==> config.mk <==
export PLATFORM = sky130hd
export DESIGN_NAME = s2p
export DESIGN_NICKNAME = d
export VERILOG_FILES = /design/src/rtl/s2p.sv
export SDC_FILE = /design/constraint.sdc
export NUM_CORES = 1
export LEC_CHECK = 0
export CORE_MARGIN = 2
export CORE_UTILIZATION = 30
export CTS_BUF_LIST = sky130_fd_sc_hd__clkbuf_16
export CTS_CLUSTER_SIZE = 8
export DETAILED_ROUTE_END_ITERATION = 8
export PLACE_DENSITY = 0.61
export SLEW_MARGIN = 5
export SYNTH_ARGS = -nofsm -noshare
export SYNTH_HDL_FRONTEND = slang
export SYNTH_SLANG_ARGS = --single-unit
==> constraint.sdc <==
create_clock -name clk -period 1.9 [get_ports clk]
set_clock_uncertainty 0.2 [all_clocks]
set_input_delay 0.19 -clock clk [delete_from_list [all_inputs] [get_ports clk]]
set_output_delay 0.19 -clock clk [all_outputs]
set_load 0.02 [all_outputs]
==> src/rtl/s2p.sv <==
// s2p: LSB-first serial-to-parallel converter with a one-word skid buffer (sr) behind the output register.
module s2p #(
  parameter int N = 8
) (
  input  logic         clk,
  input  logic         rstn,
  input  logic         s_data,
  input  logic         s_valid,
  output logic         s_ready,
  output logic [N-1:0] p_data,
  output logic         p_valid,
  input  logic         p_ready
);
  localparam int CW = $clog2(N);
  typedef enum logic {COLLECT, HOLD} state_t;
  state_t       state, state_n;
  logic [N-1:0] sr, sr_n, p_data_n;
  logic [CW-1:0] cnt, cnt_n;
  logic         p_valid_n, take, last, free, load;
  assign s_ready = rstn && state == COLLECT;
  always_comb begin
    take = s_valid && s_ready;
    last = cnt == CW'(N - 1);
    free = !p_valid || p_ready;
    sr_n = sr;
    if (take) sr_n[cnt] = s_data;
    cnt_n = take ? (last ? '0 : cnt + 1'b1) : cnt;
    // In HOLD sr_n equals sr, so one load path serves both the direct and the held word
    load = ((take && last) || state == HOLD) && free;
    state_n = (take && last && !free) ? HOLD : (state == HOLD && free) ? COLLECT : state;
    p_data_n = load ? sr_n : p_data;
    p_valid_n = load ? 1'b1 : (p_ready ? 1'b0 : p_valid);
  end
  always_ff @(posedge clk) begin
    if (!rstn) begin
      state <= COLLECT;
      sr <= '0;
      cnt <= '0;
      p_data <= '0;
      p_valid <= 1'b0;
    end else begin
      state <= state_n;
      sr <= sr_n;
      cnt <= cnt_n;
      p_data <= p_data_n;
      p_valid <= p_valid_n;
    end
  end
endmodule
# Yosys cells after proc, flatten, opt, wreduce, memory -nomap -nowiden
# Cells that the tools add are included.
# W data, S select, Z words.
[word_totals] reg_bits=21 out_inout_bits=10 wordCells=32 input_bits=5
[classes] magnitude_cmp=2 mux=9 n_reduce_logical=13 n_addsub=1 eq_ne=1 bitwise=1
[ops] cell="$bwmux W8" count=1
[ops] cell="$mux W8" count=1
[ops] cell="$logic_and A1 B1 Y1" count=7
[ops] cell="$mux W1" count=5
[ops] cell="$lt A3 B4 Y1 const B" count=1
[ops] cell="$reduce_bool A2 Y1" count=2
[ops] cell="$add A3 B1 Y3 const B" count=1
[ops] cell="$demux W1 S3" count=1
[ops] cell="$eq A3 B3 Y1 const B" count=1
[ops] cell="$ge A3 B1 Y1 const B" count=1
[ops] cell="$mux W3" count=1
[ops] cell="$logic_not A1 Y1" count=2
[ops] cell="$logic_or A1 B1 Y1" count=2
[ops] cell="$not A1 Y1" count=1

# Logic depth before layout (Yosys ltp)
[depth] word_depth=7 mapped_depth=7 depth_no_buf=5

# Worst setup path before layout
# No wires, ideal clock.
[synth_timing] path_type="register to register" startpoint="register cnt[0]" endpoint="register p_data[0]" path_buffers=2 setup_ns=0.088 synth_period_minus_slack_ns=1.738 path_stages_with_launch=8 setup_slack_ns=0.162 arrival_ns=1.450 required_ns=1.612 cell_sequence="dfxtp_1 > ha_1 > ha_1 > a31o_1 > buf_6 > and2_1 > buf_6 > a311oi_2"
[synth_between] elab_chain_cells=6 elab_cells_between_ends=11 classes_between="2 x order compare; 1 x eq/ne; 4 x mux; 4 x reduce/logical"
[synth_rtl] element="from (decl)" line_no="18" text="logic [CW-1:0] cnt, cnt_n;"
[synth_rtl] element="from (signal assigned)" line_no="44" text="cnt <= cnt_n;"
[synth_rtl] element="$lt A3 B4 Y1 (implied by the code) / $ge A3 B1 Y1 (equally long branches)" line_no="26" text="if (take) sr_n[cnt] = s_data;"
[synth_rtl] element="$logic_and A1 B1 Y1 (implied by the code)" line_no="26"
[synth_rtl] element="$mux W1 (implied by the code)" line_no="26"
[synth_rtl] element="$demux W1 S3" line_no="26"
[synth_rtl] element="$bwmux W8" line_no="26"
[synth_rtl] element="$mux W8" line_no="26"
[synth_rtl] element="to (signal assigned)" line_no="45" text="p_data <= p_data_n;"
[synth_rtl] element="to (decl)" line_no="10" text="output logic [N-1:0] p_data,"
# Parallel ways exist; a longest one is shown, timed or not.
# A chain may end at the register's enable or synchronous reset.

# Worst setup path in the final report
[layout_timing] startpoint="register cnt[0]" endpoint="register p_data[6]"
# The elaborated chain is that of the path after synthesis.

==> impl_metrics.csv <==
group,metric,value,unit
synthesis,yosysTopAreaCellShare,44.3,%
synthesis,synth_area,950,um2
pwr,pwr-share-comb,7.5,%
floorplan,num_rows,20,
synthesis,synth_edf_count,0,
detailed_routing,drtIter0Drc,31,
layout,finish.utilization,40.1,%
setup_path,r2r_slack,0.20,ns
synthesis,yosysTopAreaCell,"dfxtp_1",
synthesis,synthCells,97,
detailed_routing,vias,801,
sta,worstMarginPinSlew,0.331,ns
sta,finalMaxSlewViolations,0,
global_routing,grt_max_degree,22,
setup_path,path_common_cell,"ha_1",
sta,hold_viol,0,
synthesis,synthArstFlopShare,0,%
pwr,ir_worst_vdd,0.268,mV
job,drv_cap,0,
setup_path,r2r_start,"cnt[0]",
setup_path,required,1.87,ns
floorplan,start_util,31.4,%
clocking,insertion_delay,0.25,ns
setup_path,path_class,"reg2reg",
setup_path,r2r-end,"p_data[6]",
synthesis,synthDistinctLibCells,26,
synthesis,yosysMostFrequentCell,"dfxtp_1",
worst_hold_path,min_path_cells,2,
sta,final.setup.worst_slack,0.197,ns
clocking,cts_tree,"built",
clocking,clkSlewWorstSetupHoldPaths,0.06,ns
clocking,ctsLongestPathBuffers,2,
layout,final_nets,120,
sta,rsz0062_at_grt,"no",
sta,slew_headroom,77.8,%
pwr,power_frac_seq,46.6,%
clocking,cts.sinks,21,
sta,fin_crit_sh,89.7,%
setup_path,path_cells,"ha_1, ha_1, a31o_1, and2_2, a311oi_2",
layout,drive_gt1_share,16.1,%
clocking,cts_root_buf,"clkbuf_16",
sta,hold_ws,0.302,ns
setup_path,worst_path_largest_cell_delay,0.31,ns
floorplan,io_pins,15,
place,dp_slack,-0.00267,ns
sta,max_freq,587,MHz
clocking,cts_hold_buf,0,
place,portBuffers,14,
detailed_routing,routedWlPerCell,13.1,um
clocking,h-tree-depth,1,
pwr,clkPwrFrac,45.8,%
setup_path,cpMaxStageDelayCell,"dfxtp_1",
layout,area_growth,27.9,%
worst_hold_path,hold-path-endpoint,"sr[0]",
synthesis,yosys_most_used_dff,"dfxtp_1",
detailed_routing,vias_per_cell,5.13,
setup_path,crit_path_max_fanout,8,
layout,fin_cells,156,
setup_path,worst_ep_arrival_time,1.67,ns
floorplan,die_width,60.3,um
floorplan,die_area,3630,um2
detailed_routing,drc,0,
detailed_routing,dr.pass1.iters,4,
place,gp_congestion,0.719,
synthesis,ys_ff_latch,21,
global_routing,grt.total_usage,13.3,%
synthesis,syn_nets,104,
worst_hold_path,min_from,"sr[0]",
synthesis,synthTopCellsByArea,"dfxtp_1 (44%), a311oi_2 (13%), a21oi_1 (9.5%), mux2i_1 (3.2%), nand3_1 (3.2%)",
setup_path,path_delay_family,"adder cells",
layout,diodes,0,
place,place_hpwl,1450,um
detailed_routing,postRouteAntennaNets,0,
floorplan,coreArea,3030,um2
floorplan,die_h,60.3,um
pwr,p_int,0.756,mW
status,status,"completed",
clocking,numCtsBuffers,3,
pwr,p_leak,0.408,nW
synthesis,synth_common_cells,"dfxtp_1 (21), a21oi_1 (18), a311oi_2 (8)",
pwr,power_density,793,nW/um2
setup_path,cp-start-kind,"flip-flop",
setup_path,ff2ff_path_depth,5,
place,place_inst,152,
worst_hold_path,hold_class,"reg2reg",
global_routing,gr-total-overflow,0,
sta,period_minus_slack,1.70,ns
setup_path,endpoint_kind,"flip-flop",
pwr,p_switching,0.207,mW
global_routing,grt_pass1_vias,800,
sta,finalSetupTns,0,ns
detailed_routing,wirelength,2040,um
synthesis,synth_warnings,0,
global_routing,grt_pass1_wl,3560,um
global_routing,antenna_found_initial,0,
setup_path,worst-path-buf-inv,0,
pwr,switching_share,21.5,%
synthesis,yosysSeqAreaShare,44.3,%
sta,report.final.setup_viol,0,
synthesis,synth.avg_cell_area,9.79,um2
[what timing repair did]
item	4_1_cts	5_1_grt
gates cloned	0	0
buffers inserted	0	0
gates resized for setup	1	1
setup endpoints to repair	1	1
pin swaps	0	0
[power groups by stage]
stage | clock network, mW | logic [mW] | registers, mW
after floorplan | 0 | 0.0463 | 0.459
after global placement | 0 | 0.0711 | 0.459
after detailed placement | 0 | 0.0735 | 0.459
after CTS | 0.449 | 0.0730 | 0.449
after global routing | 0.472 | 0.0825 | 0.449
final | 0.442 | 0.0726 | 0.449
[registers in the layout, summed over array words and instances, names as in the netlist]
| name | flops |
|---|---|
| state | 1 |
| cnt | 3 |
| sr | 8 |
| p_data | 8 |
| p_valid | 1 |
[cell families (layout without fill, tap and decap cells)]
kind of cell / Yosys count / in the layout / synth area share [%]
buffers and inverters: 9 / 24 / 5.27
AO/OA/AOI/OAI: 35 / 35 / 27.8
multiplexers: 3 / 3 / 3.16
flip-flops: 21 / 21 / 44.3
adder cells (fa/ha/maj): 2 / 2 / 2.63
AND/OR/NAND/NOR: 27 / 27 / 16.9
[how the worst max path moves through the flow]
stage	from	endpoint	slack (ns)	depth (start not counted)
after floorplan	cnt[0]	p_data[0]	0.16	7
after global placement	rstn	s_ready	0.03	4
after detailed placement	rstn	s_ready	-0.003	4
after CTS	cnt[0]	p_data[6]	0.11	5
after global routing	cnt[0]	p_data[1]	0.11	5
final	cnt[0]	p_data[6]	0.20	5
[final cells by class]
cell class              instances  area [um2]
fillers                       312        1810
multi-input cells              67         480
flip-flops and latches         21         420
repair buffers                 19         176
clock buffers                   3        75.1
well taps                      44        55.1
clock inverters                 1        3.75
inverters                       1        3.75
[worst register-to-register path, cell delays in order (launching register included)]
cell and delay (ns):
dfxtp_1 0.31, ha_1 0.20, ha_1 0.21, a31o_1 0.20
and2_2 0.28, a311oi_2 0.21
[metrics by stage]
step | power, mW | instance area, um2
floorplan | 0.505 | 950
global route | 1.00 | 1210
CTS | 0.971 | 1210
finish | 0.964 | 1210
global placement | 0.530 | 1140
detailed placement | 0.533 | 1140
[cells in the final DEF, fill, tap and decap left out, drive strengths merged, types with 5 or more instances in the layout]
cell type and instances:
nor2 6, a21oi 18, dfxtp 21, a311oi 8, o21ai 6, clkdlybuf4s50 13
buf 5, nand3 6
[layer usage]
layer	wire, um	global-route usage (%)
met5	0	0
met4	23	6.67
met3	57	2.60
met2	1040	23.3
met1	922	15.3
Note: power is estimated with default switching activity, not from simulation.
